<file path="src/rtl/capture_sequencer.sv">
// rtl/capture_sequencer.sv - one acquisition frame into circular sample RAM
//
// Purpose: sequences pre-trigger fill (ARM), trigger wait (WAIT), post-trigger
// capture (POST) and display handoff (DONE) for the circular sample RAM.
// Optional feature macro: HOLDOFF_EN adds a HOLDOFF idle period after an
// acknowledged frame before re-arming in run mode.
//
// Ports:
//   clk_25, rst_n      clock, asynchronous active-low reset
//   run, single        continuous-run level / one-frame arm pulse
//   trig_in            trigger level, rising edge used
//   auto_mode          force a trigger after AUTO_TIMEOUT cycles in WAIT
//   sample_valid       ADC sample strobe
//   pretrig_len        pre-trigger sample count, latched on ARM entry
//   frame_ack          display reader has consumed the frame
//   wr_en, wr_addr     RAM write strobe and address
//   trig_addr          address of the first post-trigger sample
//   frame_ready        complete frame in RAM
//   forced             current/last frame was auto-forced
//   busy, state        activity flag and debug state
module capture_sequencer #(
    parameter int ADDR_W         = 9,
    parameter int AUTO_TIMEOUT   = 2**20,
    parameter int HOLDOFF_CYCLES = 1024
) (
    input  logic              clk_25,
    input  logic              rst_n,
    input  logic              run,
    input  logic              single,
    input  logic              trig_in,
    input  logic              auto_mode,
    input  logic              sample_valid,
    input  logic [ADDR_W-1:0] pretrig_len,
    input  logic              frame_ack,
    output logic              wr_en,
    output logic [ADDR_W-1:0] wr_addr,
    output logic [ADDR_W-1:0] trig_addr,
    output logic              frame_ready,
    output logic              forced,
    output logic              busy,
    output logic [2:0]        state
);
    localparam int              DEPTH    = 2**ADDR_W;
    localparam int              TMO_W    = (AUTO_TIMEOUT > 1) ? $clog2(AUTO_TIMEOUT) : 1;
    localparam logic [TMO_W-1:0] TMO_LAST = TMO_W'(AUTO_TIMEOUT - 1);
    localparam logic [ADDR_W:0]  DEPTH_V  = (ADDR_W+1)'(DEPTH);

    typedef enum logic [2:0] {
        S_IDLE    = 3'd0,
        S_ARM     = 3'd1,
        S_WAIT    = 3'd2,
        S_POST    = 3'd3,
        S_DONE    = 3'd4,
        S_HOLDOFF = 3'd5
    } state_t;

    state_t            state_q, state_d;
    logic              trig_in_d_q;
    logic [ADDR_W-1:0] wr_addr_q, wr_addr_d;
    logic [ADDR_W-1:0] trig_addr_q, trig_addr_d;
    logic [ADDR_W-1:0] pre_len_q, pre_len_d;
    logic              one_shot_q, one_shot_d;
    // ARM: writes so far; POST: writes still to go
    logic [ADDR_W:0]   cnt_q, cnt_d;
    logic [TMO_W-1:0]  tmo_q, tmo_d;
    logic              frame_ready_q, frame_ready_d;
    logic              forced_q, forced_d;
`ifdef HOLDOFF_EN
    localparam int              HO_W    = (HOLDOFF_CYCLES > 1) ? $clog2(HOLDOFF_CYCLES) : 1;
    localparam logic [HO_W-1:0] HO_LAST = HO_W'(HOLDOFF_CYCLES - 1);
    logic [HO_W-1:0]   ho_q, ho_d;
`endif

    logic              trig_rise;
    logic              timeout;
    logic              abort;
    logic              enter_arm;
    logic [ADDR_W:0]   post_len;

    always_ff @(posedge clk_25 or negedge rst_n) begin
        if (!rst_n) begin
            state_q       <= S_IDLE;
            trig_in_d_q   <= 1'b0;
            wr_addr_q     <= '0;
            trig_addr_q   <= '0;
            pre_len_q     <= '0;
            one_shot_q    <= 1'b0;
            cnt_q         <= '0;
            tmo_q         <= '0;
            frame_ready_q <= 1'b0;
            forced_q      <= 1'b0;
`ifdef HOLDOFF_EN
            ho_q          <= '0;
`endif
        end else begin
            state_q       <= state_d;
            trig_in_d_q   <= trig_in;
            wr_addr_q     <= wr_addr_d;
            trig_addr_q   <= trig_addr_d;
            pre_len_q     <= pre_len_d;
            one_shot_q    <= one_shot_d;
            cnt_q         <= cnt_d;
            tmo_q         <= tmo_d;
            frame_ready_q <= frame_ready_d;
            forced_q      <= forced_d;
`ifdef HOLDOFF_EN
            ho_q          <= ho_d;
`endif
        end
    end

    always_comb begin
        wr_en     = sample_valid & ((state_q == S_ARM) | (state_q == S_WAIT) | (state_q == S_POST));
        trig_rise = trig_in & ~trig_in_d_q;
        timeout   = auto_mode & (tmo_q == TMO_LAST);
        // One-shot frames run with run low, so only a continuous run aborts.
        abort     = ~run & ~one_shot_q;
        // A sample written in the trigger cycle is already the first post sample.
        post_len  = DEPTH_V - {1'b0, pre_len_q} - {{ADDR_W{1'b0}}, wr_en};

        state_d       = state_q;
        wr_addr_d     = wr_en ? wr_addr_q + 1'b1 : wr_addr_q;
        trig_addr_d   = trig_addr_q;
        pre_len_d     = pre_len_q;
        one_shot_d    = one_shot_q;
        cnt_d         = cnt_q;
        tmo_d         = '0;
        frame_ready_d = frame_ready_q;
        forced_d      = forced_q;
        enter_arm     = 1'b0;
`ifdef HOLDOFF_EN
        ho_d          = '0;
`endif

        case (state_q)
            S_IDLE: begin
                if (run | single) begin
                    state_d    = S_ARM;
                    enter_arm  = 1'b1;
                    one_shot_d = single & ~run;
                end
            end
            S_ARM: begin
                if (abort) begin
                    state_d = S_IDLE;
                end else if (pre_len_q == '0) begin
                    state_d = S_WAIT;
                end else if (wr_en) begin
                    cnt_d = cnt_q + 1'b1;
                    if (cnt_q + 1'b1 == {1'b0, pre_len_q}) begin
                        state_d = S_WAIT;
                    end
                end
            end
            S_WAIT: begin
                tmo_d = tmo_q + 1'b1;
                if (abort) begin
                    state_d = S_IDLE;
                end else if (trig_rise | timeout) begin
                    trig_addr_d = wr_addr_q;
                    forced_d    = ~trig_rise;
                    cnt_d       = post_len;
                    if (post_len == '0) begin
                        state_d       = S_DONE;
                        frame_ready_d = 1'b1;
                    end else begin
                        state_d = S_POST;
                    end
                end
            end
            S_POST: begin
                if (wr_en) begin
                    cnt_d = cnt_q - 1'b1;
                    if (cnt_q == {{ADDR_W{1'b0}}, 1'b1}) begin
                        state_d       = S_DONE;
                        frame_ready_d = 1'b1;
                    end
                end
            end
            S_DONE: begin
                if (frame_ack) begin
                    frame_ready_d = 1'b0;
                    if (run & ~one_shot_q) begin
`ifdef HOLDOFF_EN
                        state_d   = S_HOLDOFF;
`else
                        state_d   = S_ARM;
                        enter_arm = 1'b1;
`endif
                    end else begin
                        state_d = S_IDLE;
                    end
                end
            end
`ifdef HOLDOFF_EN
            S_HOLDOFF: begin
                ho_d = ho_q + 1'b1;
                if (~run) begin
                    state_d = S_IDLE;
                end else if (ho_q == HO_LAST) begin
                    state_d   = S_ARM;
                    enter_arm = 1'b1;
                end
            end
`endif
            default: state_d = S_IDLE;
        endcase

        if (enter_arm) begin
            pre_len_d = pretrig_len;
            cnt_d     = '0;
        end
    end

    assign wr_addr     = wr_addr_q;
    assign trig_addr   = trig_addr_q;
    assign frame_ready = frame_ready_q;
    assign forced      = forced_q;
    assign busy        = (state_q != S_IDLE);
    assign state       = state_q;

endmodule

</file>
<file path="config.mk">
export PLATFORM = sky130hd
export DESIGN_NAME = capture_sequencer
export DESIGN_NICKNAME = d
export VERILOG_FILES = /design/src/rtl/capture_sequencer.sv
export SDC_FILE = /design/constraint.sdc
export NUM_CORES = 1
export LEC_CHECK = 0
export CORE_MARGIN = 5
export CORE_UTILIZATION = 35
export CTS_CLUSTER_SIZE = 25
export DETAILED_ROUTE_END_ITERATION = 8
export SYNTH_ARGS = -nofsm -noshare
export SYNTH_HDL_FRONTEND = slang
export SYNTH_SLANG_ARGS = --single-unit
</file>
<file path="constraint.sdc">
create_clock -name clk_25 -period 2.97 [get_ports clk_25]
set_clock_uncertainty 0.15 [all_clocks]
set_input_delay 0.4455 -clock clk_25 [delete_from_list [all_inputs] [get_ports clk_25]]
set_output_delay 0.4455 -clock clk_25 [all_outputs]
set_load 0.005 [all_outputs]
</file>
# --- After elaboration in Yosys (flattened, before gate mapping) ---
# Cells that the tools add are included.
totals:
  in_bits: 17
  latch_bits: 0
  output_inout_bits: 25
  reg_bits: 64
  rom_bits: 0
  memories: 0
  wordCells: 98
  ramBits: 0
classes:
  magnitude_cmp: 0
  muxes: 33
  n_eq_ne: 23
  n_reduce_logical: 11
  mul: 0
  div_mod_pow: 0
  bitwise_logic: 15
  addsub: 6
  n_shift: 0
ops:
  columns: ["operator", "n"]
  rows:
  - ["$mux 10", 7]
  - ["$mux 3", 11]
  - ["$pmux 10 s3", 1]
  - ["$reduce_and 7->1", 3]
  - ["$add 20x1->20 const B", 1]
  - ["$eq 20x20->1 const B", 1]
  - ["$mux 20", 1]
  - ["$ne 3x3->1 const B", 5]
  - ["$pmux 3 s5", 1]
  - ["$add 10x1->10 const B", 1]
  - ["$eq 10x1->1 const B", 1]
  - ["$eq 10x9->1", 1]
  - ["$logic_not 10->1", 1]
  - ["$mux 1", 10]
  - ["$sub 10x1->10", 1]
  - ["$sub 10x1->10 const B", 1]
  - ["$sub 10x9->10 const A", 1]
  - ["$add 9x1->9 const B", 1]
  - ["$logic_not 9->1", 1]
  - ["$ne 2x2->1 const B", 4]
  - ["$and 1x1->1", 6]
  - ["$eq 3x2->1 const B", 2]
  - ["$ne 2x1->1 const B", 3]
  - ["$ne 3x2->1 const B", 2]
  - ["13 further kinds", 21]

# --- Depth between registers and ports, before layout ---
depth:
  depth_word: 10
  mapped_depth: 15
  mapped_depth_nobuf: 14

# --- Worst setup path after synthesis ---
# No wires, ideal clock.
synth_timing:
  kind: "register to register"
  startpoint: "register state_q[2], in the netlist state[2]"
  endpoint: "register state_q[0], in the netlist state[0]"
  synth_period_minus_slack_ps: 3178
  arrival_ps: 2905
  path_stages_with_launch: 15
  setup_ps: 124
  n_path_buf: 1
  required_time_ps: 2696
  slack_ps: -208
  path_cell_list: "dfrtp_1 buf_2 nor3b_2 inv_1 ha_1 ha_1 inv_1 ha_1 o21ba_2 o2111ai_1 a31oi_1 xnor2_1 nor4b_2 nor4b_1 a211o_1"
synth_between:
  elab_chain_len: 10
  elab_cells_between_ends: 22
  classes_between: "1 x add/sub; 11 x eq/ne; 4 x mux; 3 x bitwise; 3 x reduce/logical"
synth_rtl:
  columns: ["element", "line", "source"]
  rows:
  - ["start, declared", "57", "state_t state_q, state_d;"]
  - ["start signal, assigned", "96", "state_q <= state_d;"]
  - ["$eq 3x1->1 or $eq 3x2->1 (tied branches)", "113", "wr_en = sample_valid & ((state_q == S_ARM) | (state_q == S_WAIT) | (state_q == S_POST));"]
  - ["$or 1x1->1", "113", null]
  - ["$or 1x1->1 *", "113", null]
  - ["$and 1x1->1 *", "113", null]
  - ["named net wr_en", "35", "output logic wr_en,"]
  - ["$sub 10x1->10", "119", "post_len = DEPTH_V - {1'b0, pre_len_q} - {{ADDR_W{1'b0}}, wr_en};"]
  - ["$logic_not 10->1", "163", "if (post_len == '0) begin"]
  - ["$mux 3", "163", null]
  - ["$mux 3", "159", "end else if (trig_rise | timeout) begin"]
  - ["$mux 3", "157", "if (abort) begin"]
  - ["$pmux 3 s5", "135", "case (state_q)"]
# The timed path passes the listed nets; every way through them passes the cells marked *. The select of a mux whose other input is x is not followed.
# A chain may end at the register's enable or synchronous reset.

# --- Final worst setup path ---
layout_timing:
  startpoint: "register state_q[1], in the netlist state[1]"
  endpoint: "register state_q[0], in the netlist state[0]"
layout_between:
  elab_chain_len: 10
  elab_cells_between_ends: 22
  classes_between: "1 x add/sub; 11 x eq/ne; 4 x mux; 3 x bitwise; 3 x reduce/logical"
layout_rtl:
  columns: ["element", "line"]
  rows:
  - ["$eq 3x1->1 or $eq 3x2->1 (tied branches)", "113, 135"]
  - ["$or 1x1->1 (2 in a row)", "113"]
  - ["$and 1x1->1", "113"]
  - ["$sub 10x1->10", "119"]
  - ["$logic_not 10->1", "163"]
  - ["$mux 3", "163"]
  - ["$mux 3", "159"]
  - ["$mux 3", "157"]
  - ["$pmux 3 s5", "135"]
# Parallel ways exist; a longest one is shown, timed or not. The select of a mux whose other input is x is not followed.

==> flow_metrics.env <==
export IMPL_grt_pass1_vias=3391
export IMPL_max_clock_path_buffers=2
export IMPL_status="complete, no violations"
export IMPL_synth_edf_count=0
export IMPL_grt_antenna_before_repair=0
export IMPL_start_util_pct=35.4
export IMPL_fin_ws_ns=0.0302
export IMPL_clk_pin_slew_ns=0.06
export IMPL_clock_root_buffer="clkbuf_16"
export IMPL_syn_area_um2=4010
export IMPL_die_w_um=117
export IMPL_fmax_ghz=0.340
export IMPL_rsz0062_at_grt="true"
export IMPL_layout_drive_gt1_share_pct=15.6
export IMPL_drv_cap=0
export IMPL_synthCells=438
export IMPL_io_pins=42
export IMPL_synth_distinct_cells=60
export IMPL_viasPerCell=5.27
export IMPL_leakage_nw=2.14
export IMPL_finalNetCount=531
export IMPL_crit_path_end_kind="register"
export IMPL_synth_top_area_share_pct=39.9
export IMPL_drt_wirelength_per_cell_um=15.6
export IMPL_slew_headroom_pct=46.3
export IMPL_crit_path_start_kind="register"
export IMPL_clock_latency_ns=0.33
export IMPL_dieArea_um2=13700
export IMPL_pre_cts_ws_ns=-0.461
export IMPL_vias=3394
export IMPL_die_h_um=117
export IMPL_period_share_pct=99.0
export IMPL_worstSetupPathType="register to register"
export IMPL_fin_tns_setup_ns=0
export IMPL_synth_main_ff_cell="dfrtp_1"
export IMPL_synth_largest_area_cell="dfrtp_1"
export IMPL_clock_sinks=64
export IMPL_setup_viol=0
export IMPL_drc=0
export IMPL_synth_nets=473
export IMPL_hold_buffers=0
export IMPL_htree_levels=3
export IMPL_yosysWarningCount=0
export IMPL_drt_initial_drc_count=141
export IMPL_layout_commonest_cell="dfrtp_1"
export IMPL_layout_common_cells="dfrtp_1 (64), nand2_1 (41), nor2_1 (40)"
export IMPL_crit_fanout=3
export IMPL_critPathArrivalTime_ns=3.01
export IMPL_min_period_ns=2.94
export IMPL_avgSynthCellArea_um2=9.16
export IMPL_numCtsBuffers=9
export IMPL_ys_top_cells_by_area="dfrtp_1 (40%), xnor2_1 (6.1%), ha_1 (5.6%), xor2_1 (4.6%), nand2_1 (3.9%)"
export IMPL_core_um2=11300
export IMPL_overflow=0
export IMPL_drt_wl_total_mm=10.1
export IMPL_diodes=0
export IMPL_grt_max_degree=37
export IMPL_cts_tree="yes"
export IMPL_peakVddDrop_mv=0.479
export IMPL_slew_viol_final=0
export IMPL_timing_final_hold_violations=0
export IMPL_ys_ff_latch=64
export IMPL_grt_pass1_wl_mm=16.3
export IMPL_hold_path_class="input pin to async pin"
export IMPL_place_congestion=0.868
export IMPL_crit_required_ns=3.04
export IMPL_power_density_nw_per_um2=1000
export IMPL_rows=39
export IMPL_postRouteAntennaNets=0
export IMPL_synth_async_sr_flop_share_pct=100
export IMPL_worst_pin_slew_ns=0.805
export IMPL_grt_usage_pct=15.2
export IMPL_dpl_hpwl_mm=7.38
export IMPL_drtPass1Iterations=4
export IMPL_area_growth_syn_to_layout_pct=27.2
export IMPL_synth_seq_area_share_pct=39.9
export IMPL_numPortBuffers=41
-- worst max-delay path, stage by stage, from the launching register on --
cell      delay, ns
dfrtp_1        0.40
nor2_4         0.07
nor3b_4        0.20
inv_1          0.07
ha_2           0.18
ha_4           0.16
buf_4          0.13
a211oi_4       0.29
buf_6          0.15
xnor2_2        0.07
nor4_2         0.26
nor4b_4        0.26
buf_4          0.17
nor4b_1        0.05
a211o_1        0.23
-- final cells by class --
cell class / count / area (um^2)
clock inverter: 5 / 57.6
timing repair buffer: 66 / 596
tap: 143 / 179
clock buffer: 11 / 233
sequential: 64 / 1600
multi-input combinational: 336 / 2360
fill: 1135 / 6220
inverter: 19 / 71.3
-- layer usage --
layer / up-vias / global-route usage [%] / part of all wire [%]
met5: - / 0 / 0
met4: 0 / 5.35 / 1.3
met3: 11 / 2.88 / 3.9
met2: 51 / 25.9 / 49
met1: 1668 / 19.2 / 46
li1: 1664 / - / -
-- sequential cells by signal (all words and copies together) (netlist names) --
| signal | flops |
|---|---|
| one_shot_q | 1 |
| trig_in_d_q | 1 |
| pre_len_q | 9 |
| wr_addr | 9 |
| state | 3 |
| trig_addr | 9 |
| cnt_q | 10 |
| forced | 1 |
| frame_ready | 1 |
| tmo_q | 20 |
-- cells in the mapped netlist (all sizes together), types with 4 or more instances --
cell type	count
dfrtp	64
nor2	43
nand2	42
xnor2	28
o21ai	25
nand3	21
xor2	21
inv	19
ha	18
a21oi	14
buf	13
nor3	13
mux2	12
nand4	10
a31oi	8
and3	7
nand2b	7
nor4	7
clkbuf	6
a211oi	4
a21o	4
mux2i	4
o31ai	4
or3	4
-- per-stage QoR --
| stage | utilization [%] | power, mW | instance area [um^2] | hold WS [ns] | std cells |
|---|---|---|---|---|---|
| floorplan | - | 2.94 | 4060 | -0.0000911 | 438 |
| global placement | 41.7 | 3.75 | 4720 | 0.329 | 626 |
| detailed placement | 41.7 | 3.79 | 4720 | 0.347 | 626 |
| CTS | 44.5 | 4.94 | 5040 | 0.0742 | 643 |
| global route | 45.1 | 5.47 | 5100 | 0.113 | 644 |
| finish | 45.1 | 5.12 | 5100 | 0.0561 | 644 |
-- kinds of logic after synthesis --
family	after synthesis	share of synthesized area, %
muxes	16	4.37
xor gates and xnor gates	49	10.7
buffers and inverters	38	4.12
and+or+nand+nor	170	21.4
adders and majority gates	18	5.62
AOI/OAI and AO/OA	83	13.8
DFF	64	39.9
-- power breakdown --
part / leakage (nW) / switching [mW] / internal, mW / total, mW
clock: 0.132 / 0.400 / 0.649 / 1.05
sequential: 0.853 / 0.284 / 1.05 / 1.34
combinational: 1.16 / 1.39 / 1.35 / 2.74
-- what timing repair did --
| item | 4_1_cts | 5_1_grt |
|---|---|---|
| endpoints found under the setup margin | 3 | 3 |
| resized for setup | 4 | 9 |
| setup buffers | 1 | 1 |
| pin swaps | 3 | 10 |
-- final timing paths --
| check | cells after the start | end | from | slack [ns] |
|---|---|---|---|---|
| min in group clk_25 | 1 | wr_addr[8] | wr_addr[8] | 0.35 |
| max in group asynchronous | 2 | pre_len_q[5] | rst_n | 1.88 |
| worst max-delay path | 14 | state[0] | state[1] | 0.03 |
| worst min register to register | 1 | wr_addr[8] | wr_addr[8] | 0.35 |
| worst min-delay path | 1 | wr_addr[5] | rst_n | 0.06 |
| worst max register to register | 14 | state[0] | state[1] | 0.03 |
Note: power is estimated with default switching activity, not from simulation.
